--- config.mk ---
export PLATFORM = sky130hd
export DESIGN_NAME = uart_rx_core
export DESIGN_NICKNAME = d
export VERILOG_FILES = /design/src/rtl/uart_pkg.sv /design/src/rtl/uart_sync_fifo.sv /design/src/rtl/uart_rx_core.sv
export SDC_FILE = /design/constraint.sdc
export NUM_CORES = 1
export LEC_CHECK = 0
export ABC_CLOCK_PERIOD_IN_PS = 2900
export BUFFER_PORTS_ARGS = -buffer_cell sky130_fd_sc_hd__buf_2
export CAP_MARGIN = 5
export CORE_ASPECT_RATIO = 1.2
export CORE_MARGIN = 4
export CORE_UTILIZATION = 60
export CTS_CLUSTER_DIAMETER = 50
export DETAILED_ROUTE_END_ITERATION = 10
export PLACE_DENSITY = 0.8
export SYNTH_ARGS = -nofsm -noshare
export SYNTH_HDL_FRONTEND = slang
export SYNTH_SLANG_ARGS = --single-unit
--- constraint.sdc ---
create_clock -name clk_i -period 2.9 [get_ports clk_i]
set_clock_uncertainty 0.05 [all_clocks]
set_input_delay 0.145 -clock clk_i [delete_from_list [all_inputs] [get_ports clk_i]]
set_output_delay 0.145 -clock clk_i [all_outputs]
set_load 0.02 [all_outputs]
--- src/rtl/uart_pkg.sv ---
// ---------------------------------------------------------------------------
// uart_pkg
// Shared definitions for the UART receive path (and the future transmit
// path): the receiver state encoding and the oversampling constants.
// No ports; imported by uart_rx_core and uart_sync_fifo.
// ---------------------------------------------------------------------------
package uart_pkg;

   // Receiver states. BREAK parks the receiver while the line is held low
   // after a framing error so a long low level cannot retrigger a frame.
   typedef enum logic [2:0] {
      IDLE,
      START,
      DATA,
      STOP,
      BREAK
   } uart_rx_state_t;

   // Ticks per bit, the tick count within the start bit at which the line
   // is sampled (mid-bit), and the number of data bits per frame.
   localparam int UART_OVERSAMPLE = 16;
   localparam int UART_MID_SAMPLE = 7;
   localparam int UART_DATA_BITS  = 8;

endpackage

--- src/rtl/uart_sync_fifo.sv ---
// ---------------------------------------------------------------------------
// uart_sync_fifo
// Small synchronous FIFO with a combinational head view. A pop on an empty
// FIFO is ignored; a push on a full FIFO is dropped unless a pop happens in
// the same cycle, in which case both take effect.
// Ports:
//   clk_i    in   clock, rising edge
//   rst_i    in   synchronous reset, active-high (empties FIFO, clears memory)
//   push_i   in   write data_i this cycle
//   pop_i    in   advance head this cycle
//   data_i   in   WIDTH-bit write data
//   head_o   out  WIDTH-bit oldest entry (meaningful only when not empty)
//   full_o   out  DEPTH entries stored
//   empty_o  out  no entries stored
// ---------------------------------------------------------------------------
module uart_sync_fifo
   import uart_pkg::*;
#(
   parameter int WIDTH = 8,
   parameter int DEPTH = 4
) (
   input  logic             clk_i,
   input  logic             rst_i,
   input  logic             push_i,
   input  logic             pop_i,
   input  logic [WIDTH-1:0] data_i,
   output logic [WIDTH-1:0] head_o,
   output logic             full_o,
   output logic             empty_o
);

   localparam int AW = (DEPTH > 1) ? $clog2(DEPTH) : 1;
   localparam logic [AW-1:0] PTR_ONE  = AW'(1);
   localparam logic [AW:0]   CNT_ONE  = (AW+1)'(1);
   localparam logic [AW:0]   CNT_FULL = (AW+1)'(DEPTH);

   logic [WIDTH-1:0] r_mem [DEPTH];
   logic [AW-1:0]    r_wrPtr;
   logic [AW-1:0]    r_rdPtr;
   logic [AW:0]      r_count;

   logic w_doPush;
   logic w_doPop;

   // The count is one bit wider than the pointers so that full and empty
   // are distinguishable when the pointers are equal. A push into a full
   // FIFO is only accepted when a pop frees a slot in the same cycle.
   always_comb begin
      empty_o  = (r_count == '0);
      full_o   = (r_count == CNT_FULL);
      w_doPop  = pop_i & ~empty_o;
      w_doPush = push_i & (~full_o | w_doPop);
      head_o   = r_mem[r_rdPtr];
   end

   // Storage and pointer update. Pointers wrap naturally because DEPTH is
   // a power of two. Memory is cleared on reset so the head reads zero
   // while the FIFO is empty after reset.
   always_ff @(posedge clk_i) begin
      if (rst_i) begin
         r_wrPtr <= '0;
         r_rdPtr <= '0;
         r_count <= '0;
         for (int i = 0; i < DEPTH; i++) begin
            r_mem[i] <= '0;
         end
      end else begin
         if (w_doPush) begin
            r_mem[r_wrPtr] <= data_i;
            r_wrPtr        <= r_wrPtr + PTR_ONE;
         end
         if (w_doPop) begin
            r_rdPtr <= r_rdPtr + PTR_ONE;
         end
         case ({w_doPush, w_doPop})
            2'b10:   r_count <= r_count + CNT_ONE;
            2'b01:   r_count <= r_count - CNT_ONE;
            default: r_count <= r_count;
         endcase
      end
   end

endmodule

--- src/rtl/uart_rx_core.sv ---
// ---------------------------------------------------------------------------
// uart_rx_core
// 8N1 UART receiver with 16x oversampling. The serial input is
// synchronised, a programmable tick generator produces the oversample
// strobe, and a small FSM validates the start bit, shifts in eight data
// bits LSB-first and checks the stop bit. Good bytes are queued in a
// receive FIFO; framing errors and overruns raise sticky flags.
// Ports:
//   clk_i        in   clock, rising edge
//   rst_i        in   synchronous reset, active-high
//   divisor_i    in   clk cycles per oversample tick (0 behaves as 1)
//   rx_i         in   asynchronous serial line, idle high
//   data_o       out  FIFO head byte, meaningful while valid_o=1
//   valid_o      out  FIFO not empty
//   rd_i         in   pop the FIFO head (ignored while valid_o=0)
//   frame_err_o  out  sticky: stop bit sampled low
//   overrun_o    out  sticky: byte completed while FIFO full
//   clr_err_i    in   clears both sticky flags (a same-cycle set wins)
//   busy_o       out  receiver FSM not idle
// ---------------------------------------------------------------------------
module uart_rx_core
   import uart_pkg::*;
#(
   parameter int FIFO_DEPTH = 4
) (
   input  logic        clk_i,
   input  logic        rst_i,
   input  logic [15:0] divisor_i,
   input  logic        rx_i,
   output logic [7:0]  data_o,
   output logic        valid_o,
   input  logic        rd_i,
   output logic        frame_err_o,
   output logic        overrun_o,
   input  logic        clr_err_i,
   output logic        busy_o
);

   localparam logic [3:0] SCNT_MID  = 4'(UART_MID_SAMPLE);
   localparam logic [3:0] SCNT_LAST = 4'(UART_OVERSAMPLE - 1);
   localparam logic [2:0] BIT_LAST  = 3'(UART_DATA_BITS - 1);

   logic                      r_sync1;
   logic                      r_sync2;
   logic                      w_rxS;

   logic [15:0]               r_tickCnt;
   logic [15:0]               w_reload;
   logic                      w_tick;

   uart_rx_state_t            r_state;
   uart_rx_state_t            w_stateNext;
   logic [3:0]                r_scnt;
   logic [3:0]                w_scntNext;
   logic [2:0]                r_bitIdx;
   logic [2:0]                w_bitIdxNext;
   logic [UART_DATA_BITS-1:0] r_shift;
   logic [UART_DATA_BITS-1:0] w_shiftNext;
   logic                      r_busy;

   logic                      w_push;
   logic                      w_frameErrSet;
   logic                      w_overrunSet;
   logic                      w_popEff;
   logic                      r_frameErr;
   logic                      r_overrun;

   logic [UART_DATA_BITS-1:0] w_fifoHead;
   logic                      w_fifoFull;
   logic                      w_fifoEmpty;

   // Two-flop synchroniser for the asynchronous serial line. Both flops
   // reset to the idle (high) level so reset never looks like a start bit.
   always_ff @(posedge clk_i) begin
      if (rst_i) begin
         r_sync1 <= 1'b1;
         r_sync2 <= 1'b1;
      end else begin
         r_sync1 <= rx_i;
         r_sync2 <= r_sync1;
      end
   end

   assign w_rxS = r_sync2;

   // Oversample tick generator. A down-counter strobes the tick when it
   // reaches zero and reloads from the divisor at that point, so a new
   // divisor value is only picked up at the next reload. A divisor of zero
   // reloads zero, giving a tick every clock just like a divisor of one.
   always_comb begin
      w_reload = (divisor_i == 16'd0) ? 16'd0 : (divisor_i - 16'd1);
      w_tick   = (r_tickCnt == 16'd0);
   end

   always_ff @(posedge clk_i) begin
      if (rst_i) begin
         r_tickCnt <= 16'd0;
      end else if (w_tick) begin
         r_tickCnt <= w_reload;
      end else begin
         r_tickCnt <= r_tickCnt - 16'd1;
      end
   end

   // Receiver next-state logic. The sample counter is cleared on entry to
   // every state. The start bit is re-checked after eight ticks (mid-bit)
   // so short glitches fall back to IDLE without touching any flag. From
   // then on every sixteenth tick lands in the middle of a bit, which is
   // where data and stop bits are sampled. A low stop bit discards the
   // byte and parks in BREAK until the line returns high.
   always_comb begin
      w_stateNext   = r_state;
      w_scntNext    = r_scnt;
      w_bitIdxNext  = r_bitIdx;
      w_shiftNext   = r_shift;
      w_push        = 1'b0;
      w_frameErrSet = 1'b0;

      case (r_state)
         IDLE: begin
            if (!w_rxS) begin
               w_stateNext = START;
               w_scntNext  = 4'd0;
            end
         end

         START: begin
            if (w_tick) begin
               if (r_scnt == SCNT_MID) begin
                  w_scntNext = 4'd0;
                  if (!w_rxS) begin
                     w_stateNext  = DATA;
                     w_bitIdxNext = 3'd0;
                  end else begin
                     w_stateNext = IDLE;
                  end
               end else begin
                  w_scntNext = r_scnt + 4'd1;
               end
            end
         end

         DATA: begin
            if (w_tick) begin
               w_scntNext = r_scnt + 4'd1;
               if (r_scnt == SCNT_LAST) begin
                  w_shiftNext  = {w_rxS, r_shift[UART_DATA_BITS-1:1]};
                  w_bitIdxNext = r_bitIdx + 3'd1;
                  if (r_bitIdx == BIT_LAST) begin
                     w_stateNext = STOP;
                     w_scntNext  = 4'd0;
                  end
               end
            end
         end

         STOP: begin
            if (w_tick) begin
               w_scntNext = r_scnt + 4'd1;
               if (r_scnt == SCNT_LAST) begin
                  w_scntNext = 4'd0;
                  if (w_rxS) begin
                     w_push      = 1'b1;
                     w_stateNext = IDLE;
                  end else begin
                     w_frameErrSet = 1'b1;
                     w_stateNext   = BREAK;
                  end
               end
            end
         end

         BREAK: begin
            if (w_rxS) begin
               w_stateNext = IDLE;
               w_scntNext  = 4'd0;
            end
         end

         default: begin
            w_stateNext = IDLE;
            w_scntNext  = 4'd0;
         end
      endcase
   end

   // Receiver state register. busy is registered from the next state so
   // it changes on exactly the same clock edge as the state itself.
   always_ff @(posedge clk_i) begin
      if (rst_i) begin
         r_state  <= IDLE;
         r_scnt   <= 4'd0;
         r_bitIdx <= 3'd0;
         r_shift  <= '0;
         r_busy   <= 1'b0;
      end else begin
         r_state  <= w_stateNext;
         r_scnt   <= w_scntNext;
         r_bitIdx <= w_bitIdxNext;
         r_shift  <= w_shiftNext;
         r_busy   <= (w_stateNext != IDLE);
      end
   end

   // Receive FIFO. The completed byte is pushed on the stop-sample tick so
   // it is visible at the head on the following clock.
   uart_sync_fifo #(
      .WIDTH (UART_DATA_BITS),
      .DEPTH (FIFO_DEPTH)
   ) u_fifo (
      .clk_i   (clk_i),
      .rst_i   (rst_i),
      .push_i  (w_push),
      .pop_i   (rd_i),
      .data_i  (r_shift),
      .head_o  (w_fifoHead),
      .full_o  (w_fifoFull),
      .empty_o (w_fifoEmpty)
   );

   // An overrun only happens when the FIFO is full and no read frees a
   // slot in the same cycle; a simultaneous read lets the byte in.
   always_comb begin
      w_popEff     = rd_i & ~w_fifoEmpty;
      w_overrunSet = w_push & w_fifoFull & ~w_popEff;
   end

   // Sticky error flags. A set in the same cycle as a clear wins so an
   // error arriving while software clears the flags is never lost.
   always_ff @(posedge clk_i) begin
      if (rst_i) begin
         r_frameErr <= 1'b0;
         r_overrun  <= 1'b0;
      end else begin
         if (w_frameErrSet) begin
            r_frameErr <= 1'b1;
         end else if (clr_err_i) begin
            r_frameErr <= 1'b0;
         end
         if (w_overrunSet) begin
            r_overrun <= 1'b1;
         end else if (clr_err_i) begin
            r_overrun <= 1'b0;
         end
      end
   end

   assign data_o      = w_fifoHead;
   assign valid_o     = ~w_fifoEmpty;
   assign frame_err_o = r_frameErr;
   assign overrun_o   = r_overrun;
   assign busy_o      = r_busy;

endmodule

; After elaboration in Yosys (flattened, before gate mapping)
; Memories as Yosys holds them, arrays and structs flattened. A register that Yosys moved wholly into a read port is not among the register bits.
; Cells that the tools add are included.
; Widths: inputs -> output; s select.
[classes]
add_sub_neg = 8
muxes = 52
eq_ne = 18
n_bitwise = 8
reduce_logical = 13
[ops]
columns = operator, count
row1 = $mux 3, 15
row2 = $mux 4, 9
row3 = $logic_not 16->1, 2
row4 = $mux 16, 2
row5 = $sub 16x1->16 const B, 2
row6 = $pmux 4 s5, 1
row7 = $mux 1, 17
row8 = $ne 2x2->1 const B, 8
row9 = $pmux 3 s5, 1
row10 = $pmux 3 s2, 2
row11 = $eq 3x3->1 const B, 3
row12 = $mux 2, 4
row13 = $mux 8, 1
row14 = $reduce_bool 2->1, 4
row15 = $reduce_or 8->1, 1
row16 = $add 3x1->3 const B, 2
row17 = $eq 3x2->1 const B, 2
row18 = $logic_not 3->1, 2
row19 = $reduce_and 6->1, 1
row20 = $reduce_and 5->1, 1
row21 = $add 2x1->2 const B, 2
row22 = $add 4x1->4 const B, 1
row23 = $and 1x1->1, 4
row24 = $eq 4x3->1 const B, 1
row25 = other kinds (9), 11
[totals]
inputBits = 21
regBits = 46
out_inout_bits = 12
n_memories = 1
mem_bits_rw = 32
elab_cells = 113
[mem_list]
columns = name, depth, word_bits, read_ports, rd_clocked_by_memory_dff, write_ports, line_no
row1 = u_fifo.r_mem, 4, 8, 1, 1, 4, uart_sync_fifo.sv:37  ; logic [WIDTH-1:0] r_mem [DEPTH];

; Longest topological paths before layout
; Gate-level depths: netlist (run 1).
[logic_depth]
word_depth = 10
mapped_depth = 11
depth_no_buf = 10

; By module
; From an unflattened synthesis (run 1), not the netlist that was laid out.
[unflattened]
hier_cells = 413
area_unflattened_um2 = 4186.5
[modules_own_cells]
columns = module, instances, cells_each, area_per_inst_um2, seq_area_each_um2
row1 = uart_rx_core, 1, 282, 2309.7, 780.7
row2 = uart_sync_fifo, 1, 131, 1876.8, 1141.1

; Worst setup path after synthesis (run 1)
; No wires, ideal clock.
[synth_path]
path_type = reg-to-reg
start = reg r_tickCnt[0]
end = reg u_fifo.r_count[2]
path_stages_with_launch = 12
arrival_time_ns = 2.415
n_path_buf = 1
synth_period_minus_slack_ns = 2.588
required_ns = 2.727
setup_slack_ns = 0.312
setup_time_ns = 0.123
cell_sequence = dfxtp_1 inv_1 ha_1 nor2b_1 and4_1 clkbuf_1 a21oi_1 inv_1 fa_1 nor4_1 a21oi_1 mux2_1
[synth_between]
elab_chain_len = 6
elab_cells_between_ends = 8
classes_between = eq/ne (2) / mux (3) / bitwise (1) / reduce/logical (2)
[synth_lines]
columns = item, line_no
row1 = "start, declared", uart_rx_core.sv:47  ; logic [15:0] r_tickCnt;
row2 = "start signal, assigned", uart_rx_core.sv:99  ; r_tickCnt <= w_reload;
row3 = "start signal, assigned", uart_rx_core.sv:101  ; r_tickCnt <= r_tickCnt - 16'd1;
row4 = $logic_not 16->1 (*), uart_rx_core.sv:92  ; w_tick = (r_tickCnt == 16'd0);
row5 = $mux 1 (*), uart_rx_core.sv:158  ; if (w_tick) begin
row6 = $mux 1 (*), uart_rx_core.sv:119  ; case (r_state)
row7 = $and 1x1->1 (*), uart_sync_fifo.sv:52  ; w_doPush = push_i & (~full_o | w_doPop);
row8 = $eq 2x1->1 or $eq 2x2->1 (tied branches), uart_sync_fifo.sv:75  ; case ({w_doPush, w_doPop})
row9 = $pmux 3 s2 or $reduce_bool 2->1 (tied branches), -
row10 = "end signal, assigned", uart_sync_fifo.sv:76  ; 2'b10: r_count <= r_count + CNT_ONE;
row11 = "end signal, assigned", uart_sync_fifo.sv:77  ; 2'b01: r_count <= r_count - CNT_ONE;
row12 = "end signal, assigned", uart_sync_fifo.sv:78  ; default: r_count <= r_count;
row13 = "end, declared", uart_sync_fifo.sv:40  ; logic [AW:0] r_count;
; Every way passes the cells marked *; elsewhere a longest branch is shown, timed or not.
; A chain may end at the register's enable or synchronous reset.

==> flow_summary.yaml, run 1 <==
placed_design:
  place_congestion: 0.8867
  portBuffers: 32
  dp_cells: 527
  hpwl_um: 6398
route:
  drt_wl_total_um: 8533
  wl_per_cell_um: 15.66
  vias_per_cell: 5.668
  drcViolationCount: 0
  drt-initial-drc-count: 129
  dr.pass1.iters: 4
  via_count: 3089
  drtAntennaViolNets: 0
cells_and_area:
  drive_above_1_share_pct: 19.43
  antenna_cells: 0
  n_fill_cell: 547
  areaGrowthSynthToFinish_pct: 11.41
  stdcell_count: 545
  nNetsFinal: 481
worst_setup_path:
  crit_required_ps: 2900
  start_kind: "flop"
  endpoint_kind: "flop"
  arrival_ps: 2640
  critPathKind: "reg -> reg"
  cp_max_fo: 9
pwr:
  switching_share_pct: 35.36
  powerDensity_nw_per_um2: 736.9
  p_comb_share_pct: 34.1
  intPower_w: 0.002229
  power_frac_seq_pct: 41.3
  switching_power_w: 0.001219
  p_leak_nw: 1.743
  total_power_w: 0.003448
  peakVddDrop_v: 0.0004389
  clkPwrFrac_pct: 24.6
sta:
  maxSlewViolCount: 0
  rsz0062_at_grt: "false"
  hold_viol: 0
  fin_tns_setup_ps: 0
  worst_pin_slew_ps: 641.2
  max-slew-margin-rel_pct: 56.65
  setup_viol: 0
  fin_crit_sh_pct: 91.01
  fmax_mhz: 378.9
  period_needed_ps: 2639
  hold_slack_ps: 49.29
global_routing:
  grt_pass1_wl_um: 14210
  antenna_found_initial: 0
  grt_max_degree: 53
  grt.overflow.total: 0
  grt_usage_pct: 21.43
  grt_pass1_vias: 3048
synth:
  syn_area_per_cell_sq_um: 10.05
  yosysSeqAreaShare_pct: 45.76
  yosys_warnings: 0
  synth_nets: 446
  synth_cells: 418
  synth-async-reset-ratio_pct: 0
  ys_ff_latch: 80
  syn-cell-area_sq_um: 4200
  synth.most_common_cell: "nor2_1"
  synth.top_cell.area_share_pct: 22.88
  synth_top_area_cell: "dfxtp_1"
  synth_common_cells: "nor2_1 (49), dfxtp_1 (48), and2_1 (36)"
  synth-edff-count: 32
  ys_top_cells_by_area: "dfxtp_1 (23%), edfxtp_1 (23%), and2_1 (5.4%), nor2_1 (4.4%), mux4_2 (4.3%)"
  synth_cell_types: 58
  synthFlopType: "dfxtp_1"
clocking:
  cts-root-buf: "clkbuf_8"
  numCtsBuffers: 9
  cts_sinks: 80
  clk_pin_slew_ps: 80
  h-tree-depth: 3
  clk_path_buf_depth: 2
  tritoncts: "done"
  clk_latency_ps: 360
  post_cts_buffers: 0
die:
  die_h_um: 99.66
  die_w_um: 84.38
  die-area_sq_um: 8409
  rows: 33
  core-area_sq_um: 6813
  start_util_pct: 61.65
  ios: 33
status:
  status: "finished, final reports clean"
min_path:
  hp-class: "in -> reg"
job:
  max_cap_viol_count: 0
-- kinds of logic after synthesis --
logic type	synth area share (%)
and+or+nand+nor	27.26
adders and majority gates	2.264
AOI/OAI and AO/OA	7.864
xor gates and xnor gates	5.422
buffers and inverters	3.247
muxes	8.192
DFF	45.76
-- repair_timing --
action	in CTS	in global routing
hold buffers	2	0
hold endpoints to repair	2	0
endpoints found under the setup margin	0	1
resized for setup	0	1
-- state kept, by name (all words and copies together) (netlist names), named ones only --
| signal | cells |
|---|---|
| overrun_o | 1 |
| r_shift | 8 |
| u_fifo.r_mem | 32 |
| r_sync1 | 1 |
| r_scnt | 4 |
| frame_err_o | 1 |
| u_fifo.r_count | 3 |
| r_bitIdx | 3 |
| u_fifo.r_rdPtr | 2 |
| busy_o | 1 |
| r_sync2 | 1 |
| u_fifo.r_wrPtr | 2 |
| r_tickCnt | 16 |
| r_state | 3 |
-- stage by stage --
stage / worst slack, ps / area (sq um) / util [%]
after global placement: 341.7 / 4446 / 65.25
after detailed placement: 268.5 / 4446 / 65.25
after global routing: 82.41 / 4679 / 68.69
after floorplan: 312.1 / 4200 / -
final: 260.6 / 4679 / 68.69
after CTS: 254.1 / 4676 / 68.63
-- cells in the final DEF (no fill, tap or decap), drive strengths merged, types with 11 or more instances in the layout --
master / n
a21oi: 23
nor3: 15
nor2: 49
nand2: 27
mux2i: 13
buf: 40
clkbuf: 12
dfxtp: 48
and2: 36
xnor2: 15
nor4: 11
edfxtp: 32
nand3: 11
xor2: 11
inv: 16
-- worst max-delay path, cell delays in order (launching register included) --
cell and delay [ps]:
dfxtp_1 350, or4_4 610, or4_4 600, nor3_4 140
and3_1 300, or2_2 270
-- path summary, 6_finish.rpt --
| check | from | end | slack (ps) | cells past startpoint |
|---|---|---|---|---|
| max reg2reg | r_tickCnt[15] | u_fifo.r_mem[0][6] | 260 | 5 |
| min reg2reg | r_sync1 | r_sync2 | 370 | 1 |
| max | r_tickCnt[15] | u_fifo.r_mem[0][6] | 260 | 5 |
| min | divisor_i[14] | r_tickCnt[14] | 50 | 3 |
-- power groups by stage --
stage               sequential [W]  combinational [W]  clock, W
floorplan                  0.00139           0.000944         0
global placement           0.00144            0.00115         0
detailed placement         0.00145            0.00116         0
CTS                        0.00143            0.00118  0.000854
global route               0.00144            0.00130  0.000913
finish                     0.00142            0.00117  0.000849
-- layout make-up --
class,count,area [sq um],area share (%)
Sequential cell,80,1922,41.07
Multi-Input combinational cell,306,2146,45.86
Clock inverter,4,32.53,0.6952
Inverter,14,52.55,1.123
Tap cell,87,108.9,2.326
Clock buffer,12,177.7,3.797
Timing Repair Buffer,42,240.2,5.134
-- layer usage --
metal	global-route usage, %	share of wire, %	vias up
li1	-	-	1568
met2	40.28	56	74
met5	0	0	-
met1	23.13	38	1435
met3	4.308	4.3	12
met4	9.257	1.9	0
(Power assumes the default switching activity.)
==> run 2: changes to the inputs <==
CORE_ASPECT_RATIO = unset   (was 1.2)
==> run 2 against run 1 <==
  * Wire length increased by 0.73%
  * Register-to-register slack worse by 30 ps
  * Via count rose by 2.7%
  * First-iteration DRC count increased by 35%
  * Sequential power about the same
  * Combinational power about the same
  * Count of clock-buffer cells in the layout down 3
  * Global-route usage is 0.43 points higher
==> flow_summary.yaml, run 2 (synthesis gave the netlist of run 1 again) <==
route:
  drcViolationCount: 0
  wl_per_cell_um: 15.57
  via_count: 3171
  drtAntennaViolNets: 0
  dr.pass1.iters: 4
  drt-initial-drc-count: 174
  drt_wl_total_um: 8595
  vias_per_cell: 5.745
pwr:
  p_leak_nw: 1.743
  powerDensity_nw_per_um2: 748.7
  peakVddDrop_v: 0.0005286
  total_power_w: 0.003513
sta:
  maxSlewViolCount: 0
  worst_pin_slew_ps: 582.1
  setup_viol: 0
  fin_tns_setup_ps: 0
  fmax_mhz: 374.6
  rsz0062_at_grt: "false"
  period_needed_ps: 2669
  hold_slack_ps: 15.16
  max-slew-margin-rel_pct: 60.87
  fin_crit_sh_pct: 92.05
  hold_viol: 0
placed_design:
  place_area_sq_um: 4442
  hpwl_um: 6501
  portBuffers: 32
  place_congestion: 0.8835
  dp_cells: 534
cells_and_area:
  largest_reg_flops: 32
  drive_above_1_share_pct: 19.34
  top_register: "u_fifo.r_mem"
  final_cell_mix: "nor2_1 (49), dfxtp_1 (48), and2_1 (36)"
  reg_top3: "u_fifo.r_mem (32), r_tickCnt (16), r_shift (8)"
  stdcell_count: 552
  multiInputGateArea_sq_um: 2148
  areaGrowthSynthToFinish_pct: 11.71
  final_common_cell: "nor2_1"
  nNetsFinal: 478
  n_fill_cell: 528
  fin_area_sq_um: 4692
  area.sequential_sq_um: 1922
worst_setup_path:
  crit_required_ps: 3100
  endpoint_kind: "flop"
  cp_max_fo: 6
  critPathKind: "reg -> reg"
  arrival_ps: 2870
  start_kind: "flop"
clocking:
  post_cts_buffers: 0
  clk_latency_ps: 350
  tritoncts: "done"
  numCtsBuffers: 9
  h-tree-depth: 3
  clk_path_buf_depth: 2
  cts_sinks: 80
  cts-root-buf: "clkbuf_8"
  clk_pin_slew_ps: 90
job:
  max_cap_viol_count: 0
global_routing:
  grt_pass1_wl_um: 14720
  grt_pass1_vias: 3183
  grt_usage_pct: 21.86
  grt_max_degree: 32
  antenna_found_initial: 0
  grt.overflow.total: 0
die:
  core-area_sq_um: 6794
  ios: 33
  die_h_um: 91.67
  die-area_sq_um: 8403
  rows: 30
  die_w_um: 91.67
  start_util_pct: 61.82
min_path:
  hp-class: "in -> reg"
status:
  status: "finished, final reports clean"
run 2: cell types whose count changed in the layout (fill, tap and decap cells not counted), sizes merged:
| cell | delta |
|---|---|
| inv | +2 |
| dlygate4sd3 | -1 |
| bufinv | +2 |
| clkinvlp | -1 |
| clkbuf | -3 |
| diode | +1 |
| buf | -2 |
run 2: worst paths after layout:
check,startpoint,to,slack (ps),depth (start not counted)
max,r_tickCnt[0],u_fifo.r_count[2],230,10
min,clr_err_i,overrun_o,20,3
max reg2reg,r_tickCnt[0],u_fifo.r_count[2],230,10
min reg2reg,r_sync1,r_sync2,400,1
run 2: cell type report:
class                   instances  area share [%]
clock inverters                 7           2.293
well taps                      96           2.560
clock buffers                   9           2.640
repair buffers                 39           4.587
multi-input cells             306           45.79
diodes                          1         0.05333
flip-flops and latches         80           40.96
inverters                      14           1.120
run 2: worst max-delay path, cell delays in order, from the launching register on:
cell     delay, ps
dfxtp_1        370
inv_1           80
ha_1           240
nor2b_1        220
and4_1         220
a21oi_1        230
inv_1           90
fa_1           400
nor4_2         280
a21oi_1         70
mux2_1         310
run 2: repair_timing:
item,4_1_cts,5_1_grt
endpoints found under the hold margin,1,0
resized for setup,0,1
hold buffers,1,0
endpoints found under the setup margin,0,1
run 2: report_power, final:
part           total, W  switching, W  internal (W)
Sequential      0.00143      0.000140       0.00128
Combinational   0.00115      0.000648      0.000503
Clock          0.000936      0.000434      0.000502
Total           0.00351       0.00122       0.00229
run 2: layer usage:
| layer | up-vias | wire, um | track usage (%) |
|---|---|---|---|
| met4 | 0 | 155 | 7.035 |
| li1 | 1565 | - | - |
| met2 | 76 | 4540 | 38.89 |
| met5 | - | 0 | 0 |
| met3 | 17 | 361 | 5.004 |
| met1 | 1513 | 3537 | 26.00 |
run 2: stage by stage:
step	worst slack, ps	util (%)
2_1_floorplan	312.1	-
3_3_place_gp	322.1	65.38
3_5_place_dp	270.4	65.38
4_1_cts	254.1	68.93
5_1_grt	21.19	69.02
6_report	230.6	69.06
==> run 3: changes to the inputs <==
REMOVE_ABC_BUFFERS = 1   (was unset)
==> run 3 against run 2 <==
  * Non-clock buffer count grew 3
  * Power is 2.4% lower
  * Largest cell class unchanged
  * Critical endpoint unchanged
  * Highest routed layer unchanged
  * Register-to-register slack lost 80 ps
  * Via count grew 0.38%
  * Worst hold slack gained 33 ps
==> flow_summary.yaml, run 3 (synthesis gave the netlist of run 1 again) <==
placed_design:
  place_area_sq_um: 4457
  hpwl_um: 6206
  dp_cells: 536
  place_congestion: 0.8848
  portBuffers: 32
route:
  drt_wl_total_um: 8288
  drtAntennaViolNets: 0
  via_count: 3183
  drt-initial-drc-count: 139
  drcViolationCount: 0
  vias_per_cell: 5.745
  dr.pass1.iters: 4
  wl_per_cell_um: 14.96
cells_and_area:
  top_register: "u_fifo.r_mem"
  final_cell_mix: "nor2_1 (49), dfxtp_1 (48), and2_1 (36)"
  nNetsFinal: 481
  final_common_cell: "nor2_1"
  areaGrowthSynthToFinish_pct: 11.53
  reg_top3: "u_fifo.r_mem (32), r_tickCnt (16), r_shift (8)"
  drive_above_1_share_pct: 19.43
  final_util_pct: 68.95
  largest_reg_flops: 32
  stdcell_count: 554
  antenna_cells: 0
  fin_area_sq_um: 4684
  n_fill_cell: 538
global_routing:
  antenna_found_initial: 0
  grt.overflow.total: 0
  grt_usage_pct: 21.09
  grt_pass1_wl_um: 14300
  grt_max_degree: 20
  grt_pass1_vias: 3135
clocking:
  cts-root-buf: "clkbuf_8"
  cts_sinks: 80
  clk_latency_ps: 350
  clk_pin_slew_ps: 90
  tritoncts: "done"
  clk_path_buf_depth: 2
  numCtsBuffers: 9
  h-tree-depth: 3
sta:
  maxSlewViolCount: 0
  worst_pin_slew_ps: 628.4
  setup_viol: 0
  period_needed_ps: 2750
  hold_viol: 0
  hold_slack_ps: 48.60
  fmax_mhz: 363.6
  max-slew-margin-rel_pct: 57.72
  fin_tns_setup_ps: 0
  rsz0062_at_grt: "false"
  fin_crit_sh_pct: 94.83
worst_setup_path:
  cp_max_fo: 6
  slowest_stage: "dfxtp_1"
  critPathKind: "reg -> reg"
  crit_required_ps: 3100
  start_kind: "flop"
  r2r_start: "r_tickCnt[0]"
  path_cells: "inv_1, ha_1, nor2b_1, and4_1, a21oi_1, inv_1, fa_1, nor4_1, a21oi_1, mux2_1"
  cp_num_buf_inv: 2
  critPathTopFamily: "simple AND/OR/NAND/NOR gates"
  arrival_ps: 2950
  max_stage_delay_ps: 380
  endpoint_kind: "flop"
  startpoint: "r_tickCnt[0]"
die:
  core-area_sq_um: 6794
  start_util_pct: 61.82
  ios: 33
  die_h_um: 91.67
  rows: 30
  die_w_um: 91.67
  die-area_sq_um: 8403
min_path:
  hp-start: "divisor_i[15]"
  hp-class: "in -> reg"
pwr:
  peakVddDrop_v: 0.0006416
  p_leak_nw: 1.745
  intPower_w: 0.002198
  power_frac_seq_pct: 41.5
  p_comb_share_pct: 33.6
  switching_power_w: 0.001231
  powerDensity_nw_per_um2: 732.0
  switching_share_pct: 35.90
  clkPwrFrac_pct: 24.9
job:
  max_cap_viol_count: 0
status:
  status: "finished, final reports clean"
[run 3: cell types whose count changed in the layout (fill, tap and decap cells not counted)]
cell | previous run | this run
inv_8 | 2 | 1
clkinv_4 | 0 | 1
bufinv_16 | 2 | 1
diode_2 | 1 | 0
buf_4 | 6 | 8
nor4_1 | 7 | 8
inv_6 | 2 | 3
nor4_2 | 3 | 2
dlygate4sd3_1 | 1 | 2
[run 3: layer usage]
layer  share of wire [%]  wire length, um  global-route usage, %
met1                  43             3604                  25.81
met2                  51             4212                  36.34
met3                 4.0              334                  4.512
met4                 1.6              136                  8.040
met5                   0                0                      0
[run 3: path summary, 6_finish.rpt]
check                 endpoint  slack, ps  depth (start not counted)
max          u_fifo.r_count[2]        150                         10
min              r_tickCnt[15]         50                          3
max reg2reg  u_fifo.r_count[2]        150                         10
min reg2reg            r_sync2        360                          1
[run 3: final cells by class]
| cell class | count | area, sq um | area share (%) |
|---|---|---|---|
| timing repair buffer | 42 | 240.2 | 5.128 |
| clock inverter | 7 | 83.83 | 1.790 |
| tap | 96 | 120.1 | 2.564 |
| clock buffer | 9 | 123.9 | 2.644 |
| inverter | 14 | 52.55 | 1.122 |
| multi-input combinational | 306 | 2142 | 45.73 |
| sequential | 80 | 1922 | 41.03 |
[run 3: metrics by stage]
stage               setup WS (ps)  power, W
finish                      150.0  0.003429
CTS                         183.8  0.003441
floorplan                   339.7  0.002293
global route                2.661  0.003644
global placement            266.3  0.002557
detailed placement          195.8  0.002584
[run 3: power groups by stage]
stage	Sequential [W]	Clock, W	Combinational [W]
4_1_cts	0.00142	0.000868	0.00115
5_1_grt	0.00145	0.000916	0.00128
3_3_place_gp	0.00144	0	0.00112
2_1_floorplan	0.00142	0	0.000876
3_5_place_dp	0.00145	0	0.00114
6_report	0.00142	0.000854	0.00115
[run 3: worst min-delay path, delay by kind of cell]
kind / cells / cell delay (ps)
buffers and inverters: 1 / 100
AOI/OAI and AO/OA: 1 / 100
xor gates and xnor gates: 1 / 60
[run 3: timing repair]
item	4_1_cts	5_1_grt
setup buffers	0	0
resized for setup	0	0
hold buffers	2	0
hold endpoints to repair	2	0
